===== src/rtl/integral_rect_reader.sv =====
// integral_rect_reader: reads the corners of a rectangle from the 20x20 integral buffer and returns D - B - C + A.
// Latency: n corner reads (n in 1,2,4) -> RES_VALID at t+n+3 after acceptance (+1 with RECT_WEIGHT_EN); range error -> t+1.
// Backpressure: one request in flight; REQ_READY only in IDLE with INT_DONE high; the result is held until RES_READY.
//
// Ports:
//   CLK, RESET         rising-edge clock, synchronous active-high reset
//   INT_DONE           integral buffer valid, sampled at request acceptance
//   REQ_*              rectangle request (X, Y, W, H) with valid/ready handshake
//   REQ_WEIGHT         signed 3-bit weight, present only with RECT_WEIGHT_EN
//   RD_EN/RD_ADDR      read port to the integral buffer; RD_DATA is returned one cycle after RD_EN
//   RES_*              result with valid/ready handshake; RES_SUM is signed, RES_ERR flags an out-of-range request
//
// Optional feature macro RECT_WEIGHT_EN: adds REQ_WEIGHT, widens RES_SUM to SUM_W+3 bits, and adds one multiply cycle.

module integral_rect_reader #(
  parameter int WIN_W  = 20,
  parameter int WIN_H  = 20,
  parameter int DATA_W = 32,
  parameter int ADDR_W = 9,
  parameter int SUM_W  = 34
) (
  input  logic                    CLK,
  input  logic                    RESET,
  input  logic                    INT_DONE,
  input  logic                    REQ_VALID,
  output logic                    REQ_READY,
  input  logic [4:0]              REQ_X,
  input  logic [4:0]              REQ_Y,
  input  logic [4:0]              REQ_W,
  input  logic [4:0]              REQ_H,
`ifdef RECT_WEIGHT_EN
  input  logic signed [2:0]       REQ_WEIGHT,
`endif
  output logic                    RD_EN,
  output logic [ADDR_W-1:0]       RD_ADDR,
  input  logic [DATA_W-1:0]       RD_DATA,
  output logic                    RES_VALID,
  input  logic                    RES_READY,
`ifdef RECT_WEIGHT_EN
  output logic signed [SUM_W+2:0] RES_SUM,
`else
  output logic signed [SUM_W-1:0] RES_SUM,
`endif
  output logic                    RES_ERR
);

  typedef enum logic [2:0] {
    S_IDLE,
    S_CHECK,
    S_ISSUE,
    S_DRAIN,
    S_MUL,
    S_OUT
  } state_t;

  state_t state_q, state_d;

  // Latched request
  logic [4:0] x_q, y_q, w_q, h_q;
  logic       err_q;

  // Corner sequencing: cur_q is the corner being read (0=D,1=B,2=C,3=A), rest_q the corners still to read
  logic [1:0] cur_q;
  logic [3:0] rest_q;
  logic [1:0] nxt_idx;

  // Read return tracking: data for a read lands one cycle after RD_EN
  logic       rd_pend_q;
  logic       rd_neg_q;
  logic [ADDR_W-1:0] rd_addr_q;

  logic signed [SUM_W-1:0] acc_q;
  logic signed [SUM_W-1:0] rd_ext;

  logic       accept;
  logic       req_err;
  logic [5:0] req_xe, req_ye;
  logic [5:0] x2, y2, xm1, ym1;
  logic [3:0] corner_mask;
  logic [ADDR_W-1:0] corner_addr [4];

`ifdef RECT_WEIGHT_EN
  logic signed [2:0]       wgt_q;
  logic signed [SUM_W+2:0] prod_q;
  logic signed [SUM_W+2:0] acc_x;
  logic signed [SUM_W+2:0] wgt_x;
`endif

  function automatic logic [ADDR_W-1:0] cell_addr(input logic [5:0] col, input logic [5:0] row);
    cell_addr = ADDR_W'(32'(row) * WIN_W + 32'(col));
  endfunction

  // Lowest-numbered pending corner keeps the D, B, C, A order
  function automatic logic [1:0] first_set(input logic [3:0] m);
    first_set = 2'd0;
    for (int i = 3; i >= 0; i--) begin
      if (m[i]) first_set = 2'(i);
    end
  endfunction

  assign REQ_READY = (state_q == S_IDLE) && INT_DONE && !RESET;
  assign accept    = REQ_VALID && REQ_READY;

  // Range check on 6-bit sums so X+W cannot wrap
  always_comb begin
    req_xe  = {1'b0, REQ_X} + {1'b0, REQ_W};
    req_ye  = {1'b0, REQ_Y} + {1'b0, REQ_H};
    req_err = (REQ_W == 5'd0) || (REQ_H == 5'd0) ||
              (req_xe > 6'(WIN_W)) || (req_ye > 6'(WIN_H));
  end

  // Corner coordinates; X-1 / Y-1 wrap when X or Y is 0 but those corners are masked off
  always_comb begin
    x2  = {1'b0, x_q} + {1'b0, w_q} - 6'd1;
    y2  = {1'b0, y_q} + {1'b0, h_q} - 6'd1;
    xm1 = {1'b0, x_q} - 6'd1;
    ym1 = {1'b0, y_q} - 6'd1;
    corner_addr[0] = cell_addr(x2,  y2);
    corner_addr[1] = cell_addr(xm1, y2);
    corner_addr[2] = cell_addr(x2,  ym1);
    corner_addr[3] = cell_addr(xm1, ym1);
    corner_mask = {(x_q != 5'd0) && (y_q != 5'd0), (y_q != 5'd0), (x_q != 5'd0), 1'b1};
    nxt_idx = first_set(rest_q);
  end

  assign rd_ext = $signed({{(SUM_W-DATA_W){1'b0}}, RD_DATA});

  // Next-state logic
  always_comb begin
    state_d = state_q;
    case (state_q)
      S_IDLE:  if (accept) state_d = S_CHECK;
      // An erroring request presents its result directly from CHECK
      S_CHECK: begin
        if (err_q) state_d = RES_READY ? S_IDLE : S_OUT;
        else       state_d = S_ISSUE;
      end
      S_ISSUE: if (rest_q == 4'd0) state_d = S_DRAIN;
`ifdef RECT_WEIGHT_EN
      S_DRAIN: state_d = S_MUL;
      S_MUL:   state_d = S_OUT;
`else
      S_DRAIN: state_d = S_OUT;
`endif
      S_OUT:   if (RES_READY) state_d = S_IDLE;
      default: state_d = S_IDLE;
    endcase
  end

  always_ff @(posedge CLK) begin
    if (RESET) state_q <= S_IDLE;
    else       state_q <= state_d;
  end

  // Datapath
  always_ff @(posedge CLK) begin
    if (RESET) begin
      x_q       <= '0;
      y_q       <= '0;
      w_q       <= '0;
      h_q       <= '0;
      err_q     <= 1'b0;
      cur_q     <= '0;
      rest_q    <= '0;
      rd_pend_q <= 1'b0;
      rd_neg_q  <= 1'b0;
      rd_addr_q <= '0;
      acc_q     <= '0;
`ifdef RECT_WEIGHT_EN
      wgt_q     <= '0;
      prod_q    <= '0;
`endif
    end else begin
      if (accept) begin
        x_q   <= REQ_X;
        y_q   <= REQ_Y;
        w_q   <= REQ_W;
        h_q   <= REQ_H;
        err_q <= req_err;
        acc_q <= '0;
`ifdef RECT_WEIGHT_EN
        wgt_q  <= REQ_WEIGHT;
        prod_q <= '0;
`endif
      end

      // D is always read first; queue the remaining valid corners
      if (state_q == S_CHECK && !err_q) begin
        rd_addr_q <= corner_addr[0];
        cur_q     <= 2'd0;
        rest_q    <= corner_mask & 4'b1110;
      end

      if (state_q == S_ISSUE && rest_q != 4'd0) begin
        rd_addr_q <= corner_addr[nxt_idx];
        cur_q     <= nxt_idx;
        rest_q    <= rest_q & ~(4'b0001 << nxt_idx);
      end

      // B and C are subtracted, D and A added
      rd_pend_q <= (state_q == S_ISSUE);
      rd_neg_q  <= (cur_q == 2'd1) || (cur_q == 2'd2);

      if (rd_pend_q) begin
        if (rd_neg_q) acc_q <= acc_q - rd_ext;
        else          acc_q <= acc_q + rd_ext;
      end

`ifdef RECT_WEIGHT_EN
      if (state_q == S_MUL) prod_q <= acc_x * wgt_x;
`endif
    end
  end

`ifdef RECT_WEIGHT_EN
  assign acc_x   = {{3{acc_q[SUM_W-1]}}, acc_q};
  assign wgt_x   = {{SUM_W{wgt_q[2]}}, wgt_q};
  assign RES_SUM = prod_q;
`else
  assign RES_SUM = acc_q;
`endif

  assign RD_EN     = (state_q == S_ISSUE);
  assign RD_ADDR   = rd_addr_q;
  assign RES_VALID = (state_q == S_OUT) || ((state_q == S_CHECK) && err_q);
  assign RES_ERR   = err_q;

endmodule


===== config.mk =====
export PLATFORM = sky130hd
export DESIGN_NAME = integral_rect_reader
export DESIGN_NICKNAME = d
export VERILOG_FILES = /design/src/rtl/integral_rect_reader.sv
export SDC_FILE = /design/constraint.sdc
export NUM_CORES = 1
export LEC_CHECK = 0
export BUFFER_PORTS_ARGS = -buffer_cell sky130_fd_sc_hd__buf_4
export CORE_MARGIN = 2
export CORE_UTILIZATION = 30
export DETAILED_ROUTE_END_ITERATION = 8
export SYNTH_ARGS = -nofsm -noshare
export SYNTH_HDL_FRONTEND = slang
export SYNTH_SLANG_ARGS = --single-unit

===== constraint.sdc =====
create_clock -name CLK -period 10.34 [get_ports CLK]
set_input_delay 2.068 -clock CLK [delete_from_list [all_inputs] [get_ports CLK]]
set_output_delay 2.068 -clock CLK [all_outputs]
set_load 0.01 [all_outputs]

# After elaboration in Yosys (flattened, before gate mapping)
# Cells that the tools add are included.
[totals]
word_cells = 90
output_inout_bits = 47
ff_bits = 75
[op_classes]
reduce_logical = 24
n_mux = 22
bitwise = 3
add_sub_neg = 14
n_shift = 1
magnitude_cmp = 3
eq_ne = 9
mul = 2
[ops]
columns = ["cell", "count"]
rows = [
  ["34-bit two-way mux", 3],
  ["9-bit by 6-bit adder with 9-bit output", 4],
  ["9-bit two-way mux", 4],
  ["34-bit by 33-bit adder with 34-bit output", 1],
  ["34-bit by 33-bit subtractor with 34-bit output", 1],
  ["5-bit by 5-bit adder with 6-bit output", 4],
  ["9-bit binary-select mux with 2-bit select", 1],
  ["3-bit two-way mux", 5],
  ["3-bit case mux with 5 select lines", 1],
  ["6-bit by 3-bit multiplier with 7-bit output (second input constant)", 2],
  ["6-bit by 5-bit > comparator with 1-bit output (second input constant)", 2],
  ["2-bit two-way mux", 6],
  ["5-bit by 1-bit subtractor with 6-bit output (second input constant)", 2],
  ["6-bit by 1-bit subtractor with 6-bit output (second input constant)", 2],
  ["5-bit zero test", 2],
  ["5-bit nonzero test", 2],
  ["4-bit two-way mux", 2],
  ["1-bit logical AND", 7],
  ["3-bit by 2-bit equality test with 1-bit output (second input constant)", 2],
  ["1-bit logical OR", 5],
  ["4-bit bitwise AND", 1],
  ["4-bit zero test", 1],
  ["2-bit inequality test (second input constant)", 2],
  ["4-bit inverter", 1],
  ["other kinds (13)", 15],
]

# Longest topological paths before layout
# Gate-level depths: netlist (run 1).
[logic_depth]
ltp_word = 9
depth_mapped = 19
ltp_nobuf = 19

# Least setup slack after synthesis (run 1)
# OpenSTA, ideal clock, no wires.
[synth_path]
path_kind = "input port to flip-flop"
start = "input port RD_DATA[0]"
end = "register acc_q[30] (netlist: RES_SUM[30])"
setup_ns = 0.122
stages = 18
path_buffers = 1
t_arrival_ns = 5.303
setup_slack_ns = 4.915
cell_sequence = "inv_1 -> ha_1 -> nand3b_1 -> nor2b_1 -> and2_1 -> nor2b_1 -> nor2_1 -> xnor2_1 -> ha_1 -> buf_2 -> a21o_1 -> a2111oi_2 -> o21ai_1 -> a21oi_2 -> a21boi_1 -> o31ai_1 -> mux2_1 -> a221o_1"
[synth_between]
elab_chain_cells = 3
word_cells_on_any_way = 4
[synth_lines]
columns = ["item", "line_no", "source"]
rows = [
  ["start, declared", "36", "input logic [DATA_W-1:0] RD_DATA,"],
  ["34-bit by 33-bit adder with 34-bit output / 34-bit by 33-bit subtractor with 34-bit output (equally long branches)", "206, 205", ""],
  ["34-bit two-way mux (*)", "205", "if (rd_neg_q) acc_q <= acc_q - rd_ext;"],
  ["34-bit two-way mux (*)", "204", "if (rd_pend_q) begin"],
  ["end signal, assigned", "205", ""],
  ["end signal, assigned", "206", "else acc_q <= acc_q + rd_ext;"],
  ["end, declared", "72", "logic signed [SUM_W-1:0] acc_q;"],
]
# Every way passes the cells marked *; elsewhere a longest branch is shown, timed or not.
# A chain may end at the register's enable or synchronous reset.

# Worst setup path after layout (run 1)
[layout_path]
start = "input port RD_DATA[2]"
end = "register acc_q[30] (netlist: RES_SUM[30])"
# Same word-level chain as after synthesis.

==> implementation parameters, run 1 <==
Parameter                              Value

Synthesis
  Cell types with the largest area share after synthesis ... sky130_fd_sc_hd__dfxtp_1 (20%), sky130_fd_sc_hd__ha_1 (16%), sky130_fd_sc_hd__xnor2_1 (8.1%)
  Most numerous cell in the Yosys netlist ... sky130_fd_sc_hd__a21oi_1
  Simple-Gate Fraction of Synth Area ... between 10% and 20%
  Async SR Flop Fraction ... 0%
  Number of synthesized flops with an enable pin ... 0
  Number of synthesis warnings ... 0
  Top-area cell type share of the netlist area ... about a fifth
  Multiplexer share of the synthesized area ... between 1 and 1.5%
  Synth cell count leaders ... sky130_fd_sc_hd__a21oi_1 (101), sky130_fd_sc_hd__nor2_1 (98), sky130_fd_sc_hd__ha_1 (94), sky130_fd_sc_hd__nand2_1 (94), sky130_fd_sc_hd__inv_1 (86)
  Post-Synthesis Net Count ... approximately 1,100
  Area of the mapped netlist ... approximately 7400 µm²
  Xor and xnor fraction of the mapped netlist area ... 10.7%
  Synth Area in Compound Gates ... 23.3%
  Most used flip-flop cell after synthesis ... sky130_fd_sc_hd__dfxtp_1
  Synthesis-stage register bit count ... 75
  Proportion of synthesized chip area in sequential cells ... 20.4%
  Post-Synth Adder-Cell Area ... 18.9%
  Cell type contributing the most total cell area after synthesis ... sky130_fd_sc_hd__dfxtp_1
  Largest family of logic cells by synthesized area ... compound AO/OA/AOI/OAI gates
  Post-Synthesis Mean Instance Area ... 7.63 µm²
  Synthesized instance count ... 966
  Count of unique library cells instantiated by Yosys ... about 70

Critical path
  Cells along the critical path ... buf_4 -> nor2_1 -> nand3b_1 -> nor2b_1 -> and2_1 -> nor2b_1 -> nor2_1 -> xnor2_1 -> ha_1 -> a21o_1 -> a2111oi_2 -> o21ai_1 -> a21oi_2 -> a21boi_1 -> o31ai_1 -> mux2_1 -> a221o_1
  Reg2Reg Setup Slack ... 6.59 ns
  Reg-to-reg critical path endpoint ... RES_SUM[30]
  Cell count along the critical path ... 17
  Family of cells with the greatest summed delay on the critical path ... compound AO/OA/AOI/OAI gates
  CP startpoint ... RD_DATA[2]
  Peak per-stage delay on the critical path ... 0.37 ns
  Maximum fanout along the worst path ... 8
  Critical path capture point type ... flip-flop
  Slowest cell on crit path ... sky130_fd_sc_hd__ha_1
  Kind of critical path ... in2reg
  Critical path data required time ... 10.58 ns
  Critical path data arrival time ... 5.97 ns
  R2r worst-path depth ... 12
  Worst setup SP type ... input port
  Reg2Reg Launch Point ... rd_neg_q
  Buffers plus inverters on the worst setup path ... 1
  Capture point of the worst path ... RES_SUM[30]

Place
  DP Area ... 8460 µm²
  Worst setup timing slack at the placement stage ... 4.21 ns
  Post-detailed-placement half-perimeter wirelength ... 16,300 µm
  Count of placed standard cells including taps ... 1,368
  GP Congestion ... 0.873
  Number of buffers added on ports ... a little over 100

STA
  Share of the clock period used by the worst path ... between 50% and 60%
  RSZ-0062 raised after global routing ... no
  Final hold viol count ... 0
  Worst slew margin relative to its limit ... 39.2%
  Final min period ... 5.73 ns
  Worst Slack Setup Final ... 4.61 ns
  Highest achievable clock rate ... between 0.15 and 0.2 GHz
  Count of endpoints failing setup in the final report ... 0
  Total negative slack ... 0 ns
  Clock tree skew after final layout ... 0.00972 ns
  Actual slew at the worst max-slew pin ... 0.910 ns
  Number of max-slew violations in the final report ... 0

Global routing
  Grt met1 use ... about a fifth
  Total gr overflow ... 0
  Maximum number of pins on one net before global-route repair ... 54
  M2 GR Usage ... 27.8%
  Via count of the first global-routing pass ... 6,700
  Met3 track demand over resource ... about 2.8%
  Number of antenna violations at the first check in global routing ... 0
  Wire length of the first global-routing pass ... 33,700 µm
  Global route hottest layer ... met2
  Total routing resource utilization after global routing ... 16.2%

Layout
  Final Instance Count excl. Fillers ... 1,384
  Final layout net count ... about 1,200
  Multi-input gate area ... 5410 µm²
  Fraction of layout cells with a size suffix above 1 ... between 10% and 20%
  Area taken by flip-flops and latches ... 1500 µm²
  Area of all placed cells without fillers ... 8810 µm²
  Fill cell count ... roughly 2,600
  Relative area change from synthesis to final layout ... 19.5%
  Count of antenna diodes in the layout ... 0

Hold path
  Min-Delay Startpoint ... RD_ADDR[0]
  HP Class ... reg2reg

Routing
  Initial drt markers ... between 300 and 400
  Number of nets with antenna violations after routing ... 0
  Mean number of vias per cell ... 5.01
  Wire length per cell ... ~15 µm
  Vias post-DR ... 6,935
  Drt first pass iters ... 5
  Count of unresolved DRC violations after routing ... 0
  WL final ... 20,900 µm

Pwr
  Total power divided by cell area ... between 200 and 300 nW/µm²
  Static leakage ... 3.98 nW
  Maximum ir drop on the vdd rail ... 0.000272 V

Floorplan
  I/O Pins ... around 100
  Row cnt ... 57
  Die Y-Extent ... 161 µm
  Die X-Extent ... about 160 µm
  DIE AREA ... 25,800 µm²
  Core Box Area ... 24,200 µm²
  Initial Utilization ... 30.4%

Clock network
  Number of buffers created by CTS ... 9
  Clock root buffer master ... sky130_fd_sc_hd__clkbuf_16
  Clock transition at the registers of the reported paths ... 0.06 ns
  Clock tree sinks ... 75
  Worst skew pair latency ... about 0.35 ns
  Post-cts hold buffer count ... 0
  Bufs on Longest Clock Path ... 2
  Number of gates given a new drive strength after cts ... 0
  Buffers inserted by post-CTS timing repair ... 0
  Deepest level of the CTS H-tree ... 3
  TritonCTS clock tree ... yes

Flow run
  Maximum capacitance violations ... 0

Run status
  Outcome ... completed
-- worst min-delay path: stages (launching register included) --
cell and delay [ns]:
sky130_fd_sc_hd__dfxtp_1 0.31, sky130_fd_sc_hd__nand2_1 0.05, sky130_fd_sc_hd__a21oi_1 0.05
-- placed cells by master (no fill, tap or decap), drive strengths merged, types with 5 or more instances in the layout --
master	count
buf	109
a21oi	102
nor2	98
nand2	94
ha	94
inv	87
dfxtp	75
xnor2	68
o21ai	57
a21o	31
o31ai	23
xor2	22
nor3	22
nor2b	18
nand3	17
fa	11
clkbuf	10
and3	8
nand2b	8
o211ai	8
or3	6
and2	6
a31oi	6
o21a	5
nor4	5
a211oi	5
-- worst min-delay path by stage --
stage          depth (start not counted)          to  slack, ns
5_1_grt                                2  RD_ADDR[0]       0.49
3_5_place_dp                           2  RD_ADDR[0]       0.45
2_1_floorplan                          2    cur_q[1]       0.45
3_3_place_gp                           2  RD_ADDR[0]       0.45
4_1_cts                                2  RD_ADDR[0]       0.46
6_report                               2  RD_ADDR[0]       0.45
-- final cells by class --
class                      instances  area share [%]
clock buffer                      10            2.71
tap                              324            4.60
clock inverter                     6            1.26
multi-input combinational        774            61.4
sequential                        75            17.0
timing repair buffer             109            9.29
inverter                          86            3.66
-- flip-flops by register name (all words and copies together) (netlist names) --
name	flops
RES_ERR	1
x_q	5
h_q	5
RES_SUM	34
state_q	3
RD_ADDR	9
w_q	5
rd_neg_q	1
cur_q	2
rest_q	4
y_q	5
rd_pend_q	1
-- layer usage --
metal	routed length, µm	vias up
li1	-	3556
met5	0	-
met4	260	0
met3	929	20
met1	9840	3231
met2	9840	128
-- kinds of logic (layout without fill, tap and decap cells) --
family / Yosys count / in the layout
mux: 8 / 8
fa+ha+maj: 105 / 105
flops: 75 / 75
compound gates: 271 / 271
simple gates: 300 / 300
xor+xnor: 90 / 90
buf+inv: 117 / 211
-- per-stage QoR --
step | util, % | total power [mW] | hold WS, ns
finish | 36.3 | 2.46 | 0.455
global route | 36.3 | 2.70 | 0.486
CTS | 36.3 | 2.49 | 0.459
detailed placement | 34.9 | 2.09 | 0.451
global placement | 34.9 | 2.07 | 0.446
floorplan | - | 1.71 | 0.449
-- power breakdown --
group | total, mW | switching [mW] | leakage [nW] | internal (mW)
Combinational | 1.72 | 0.929 | 3.21 | 0.793
Clock | 0.378 | 0.135 | 0.169 | 0.243
Sequential | 0.366 | 0.0356 | 0.608 | 0.330
Total | 2.46 | 1.10 | 3.98 | 1.37
Note: power is estimated with default switching activity, not from simulation.
==> run 2, diff against run 1 <==
Clock period 10.34 ns to 5.01 ns, I/O delays scaled along.
==> run 2 against run 1 <==
  * Global-route usage barely moved
  * Largest cell class unchanged
  * Clock power is 97% higher
  * Critical path depth up 4
  * Sequential share of layout area down 0.079 points
  * Worst hold slack better by 0.0062 ns
  * Setup slack got worse by 4.1 ns
  * Largest power group unchanged
  * Non-clock buffer count increased by 8
  * Power up 100%
==> implementation parameters, run 2 (synthesis gave the netlist of run 1 again) <==
Parameter                              Value

Run status
  Outcome ... completed (unchanged)

Critical path
  Buffers plus inverters on the worst setup path ... 3 (was 1)
  Critical path data required time ... 5.25 ns (was 10.58 ns)
  Reg2Reg Launch Point ... rd_neg_q (unchanged)
  Cell count along the critical path ... 21 (was 17)
  Critical path data arrival time ... 4.71 ns (was 5.97 ns)
  Most frequent cell on the critical path ... sky130_fd_sc_hd__nand2_1
  Family of cells with the greatest summed delay on the critical path ... simple AND/OR/NAND/NOR gates (was compound AO/OA/AOI/OAI gates)
  Cells along the critical path ... buf_4 -> inv_1 -> ha_1 -> nand3b_1 -> nor2b_1 -> and2_1 -> nor2b_1 -> buf_4 -> nand2_1 -> nor2_1 -> a21oi_1 -> xnor2_1 -> ha_1 -> nand2_1 -> nor2_1 -> nand2_1 -> a211oi_2 -> nor4bb_2 -> or3_1 -> a31oi_1 -> mux2i_1 (was buf_4 -> nor2_1 -> nand3b_1 -> nor2b_1 -> and2_1 -> nor2b_1 -> nor2_1 -> xnor2_1 -> ha_1 -> a21o_1 -> a2111oi_2 -> o21ai_1 -> a21oi_2 -> a21boi_1 -> o31ai_1 -> mux2_1 -> a221o_1)
  Maximum fanout along the worst path ... 4 (was 8)
  Peak per-stage delay on the critical path ... 0.40 ns (was 0.37 ns)
  Critical path capture point type ... flip-flop (unchanged)
  Worst setup SP type ... input port (unchanged)
  Kind of critical path ... in2reg (unchanged)
  R2r worst-path depth ... 13 (was 12)
  CP startpoint ... RD_DATA[0] (was RD_DATA[2])
  Slowest cell on crit path ... sky130_fd_sc_hd__or3_1 (was sky130_fd_sc_hd__ha_1)

Global routing
  Maximum number of pins on one net before global-route repair ... 54 (unchanged)
  Wire length of the first global-routing pass ... 33,900 µm (was 33,700 µm)
  Total routing resource utilization after global routing ... 16.2% (about the same)
  Total gr overflow ... 0 (unchanged)
  Via count of the first global-routing pass ... 6,725 (was 6,700)
  Number of antenna violations at the first check in global routing ... 0 (unchanged)

Floorplan
  Die Y-Extent ... 161 µm (unchanged)
  Die X-Extent ... 161 µm (unchanged)
  Initial Utilization ... 30.4% (unchanged)
  Row cnt ... 57 (unchanged)
  DIE AREA ... 25,800 µm² (unchanged)
  Core Box Area ... 24,200 µm² (unchanged)
  I/O Pins ... 104 (unchanged)

Clock network
  Worst skew pair latency ... 0.36 ns (was 0.35 ns)
  Deepest level of the CTS H-tree ... 3 (unchanged)
  Clock root buffer master ... sky130_fd_sc_hd__clkbuf_16 (unchanged)
  Clock tree sinks ... 75 (unchanged)
  Post-cts hold buffer count ... 0 (unchanged)
  Bufs on Longest Clock Path ... 2 (unchanged)
  Clock transition at the registers of the reported paths ... 0.06 ns (about the same)
  Number of gates given a new drive strength after cts ... 0 (unchanged)
  Buffers inserted by post-CTS timing repair ... 0 (unchanged)
  TritonCTS clock tree ... yes (unchanged)
  Number of buffers created by CTS ... 9 (unchanged)

STA
  Clock tree skew after final layout ... 0.00911 ns (was 0.00972 ns)
  Total negative slack ... 0 ns (unchanged)
  Number of max-slew violations in the final report ... 0 (unchanged)
  Final hold viol count ... 0 (unchanged)
  Final min period ... 4.47 ns
  Worst slew margin relative to its limit ... 39.6% (was 39.2%)
  Actual slew at the worst max-slew pin ... 0.905 ns (was 0.910 ns)
  RSZ-0062 raised after global routing ... no (unchanged)
  Highest achievable clock rate ... 0.224 GHz
  Count of endpoints failing setup in the final report ... 0 (unchanged)
  Share of the clock period used by the worst path ... 89.2%

Routing
  Number of nets with antenna violations after routing ... 0 (unchanged)
  Drt first pass iters ... 5 (unchanged)
  Wire length per cell ... 15.1 µm (about the same)
  Initial drt markers ... 391 (was 358)
  WL final ... 21,000 µm (was 20,900 µm)
  Vias post-DR ... 6,892 (was 6,935)
  Mean number of vias per cell ... 4.95 (was 5.01)
  Count of unresolved DRC violations after routing ... 0 (unchanged)

Pwr
  Static leakage ... 4.02 nW (was 3.98 nW)
  Total design power ... 5.03 mW (was 2.46 mW)
  Total power divided by cell area ... 568 nW/µm² (was 280 nW/µm²)
  Maximum ir drop on the vdd rail ... 0.000528 V (was 0.000272 V)

Layout
  Final Util ... 36.5% (was 36.3%)
  Final layout net count ... 1,225 (was 1,217)
  Relative area change from synthesis to final layout ... 20.1% (was 19.5%)
  Final Instance Count excl. Fillers ... 1,392 (was 1,384)
  Count of antenna diodes in the layout ... 0 (unchanged)
  Most frequent cells in the layout ... sky130_fd_sc_hd__buf_4 (117), sky130_fd_sc_hd__a21oi_1 (101), sky130_fd_sc_hd__nor2_1 (98) (was sky130_fd_sc_hd__buf_4 (109), sky130_fd_sc_hd__a21oi_1 (101), sky130_fd_sc_hd__nor2_1 (98))
  Fraction of layout cells with a size suffix above 1 ... 14.8% (was 14.2%)
  Most common cell after layout, fill and taps aside ... sky130_fd_sc_hd__buf_4 (unchanged)
  Max FFs per register ... 34 (unchanged)

Hold path
  WHS Path Cells ... 2 (unchanged)
  HP Class ... reg2reg (unchanged)
  Min-Delay Startpoint ... RD_ADDR[0] (unchanged)

Place
  Post-detailed-placement half-perimeter wirelength ... 16,600 µm (was 16,300 µm)
  Count of placed standard cells including taps ... 1,376 (was 1,368)
  GP Congestion ... 0.921 (was 0.873)
  Number of buffers added on ports ... 103 (unchanged)

Flow run
  Maximum capacitance violations ... 0 (unchanged)
[run 2: stage by stage]
| stage | instance area [µm²] | worst slack [ns] | hold slack (ns) |
|---|---|---|---|
| 2_1_floorplan | 7370 | 0.651 | 0.449 |
| 6_report | 8850 | 0.540 | 0.461 |
| 5_1_grt | 8850 | 0.206 | 0.491 |
| 3_3_place_gp | 8520 | 0.272 | 0.447 |
| 4_1_cts | 8850 | 0.574 | 0.464 |
| 3_5_place_dp | 8520 | 0.194 | 0.455 |
[run 2: layout make-up]
| cell class | instances | area, µm² |
|---|---|---|
| clock buffers | 9 | 225 |
| clock inverters | 7 | 106 |
| fillers | 2595 | 15400 |
| inverters | 86 | 323 |
| multi-input cells | 774 | 5410 |
| flip-flops and latches | 75 | 1500 |
| well taps | 324 | 405 |
| repair buffers | 117 | 878 |
[run 2: worst reg2reg max path, stage by stage (launching register included)]
cell                       delay, ns
sky130_fd_sc_hd__dfxtp_1        0.31
sky130_fd_sc_hd__buf_4          0.35
sky130_fd_sc_hd__nor2_1         0.13
sky130_fd_sc_hd__xnor2_1        0.21
sky130_fd_sc_hd__ha_1           0.31
sky130_fd_sc_hd__a21o_1         0.20
sky130_fd_sc_hd__a21oi_1        0.27
sky130_fd_sc_hd__o21ai_1        0.18
sky130_fd_sc_hd__and4bb_2       0.31
sky130_fd_sc_hd__o211ai_1       0.30
sky130_fd_sc_hd__a21boi_1       0.17
sky130_fd_sc_hd__o31ai_1        0.29
sky130_fd_sc_hd__mux2_1         0.35
sky130_fd_sc_hd__a221o_1        0.26
[run 2: final timing paths]
check                     end  slack, ns
setup / recovery  RES_SUM[33]       0.54
hold / removal     RD_ADDR[0]       0.46
setup reg to reg  RES_SUM[30]       1.26
hold reg to reg    RD_ADDR[0]       0.46
[run 2: metal layers]
layer	track usage, %	up-vias	routed length, µm
met1	21.2	3164	9950
met3	2.94	17	928
li1	-	3566	-
met2	27.9	145	9900
met5	0	-	0
met4	3.49	0	210
[run 2: power by group]
part           leakage (nW)  internal, mW  total, mW  switching, mW
clock                 0.163         0.445      0.743          0.298
sequential            0.608         0.681      0.753         0.0722
combinational          3.25          1.64       3.53           1.89
total                  4.02          2.77       5.03           2.26
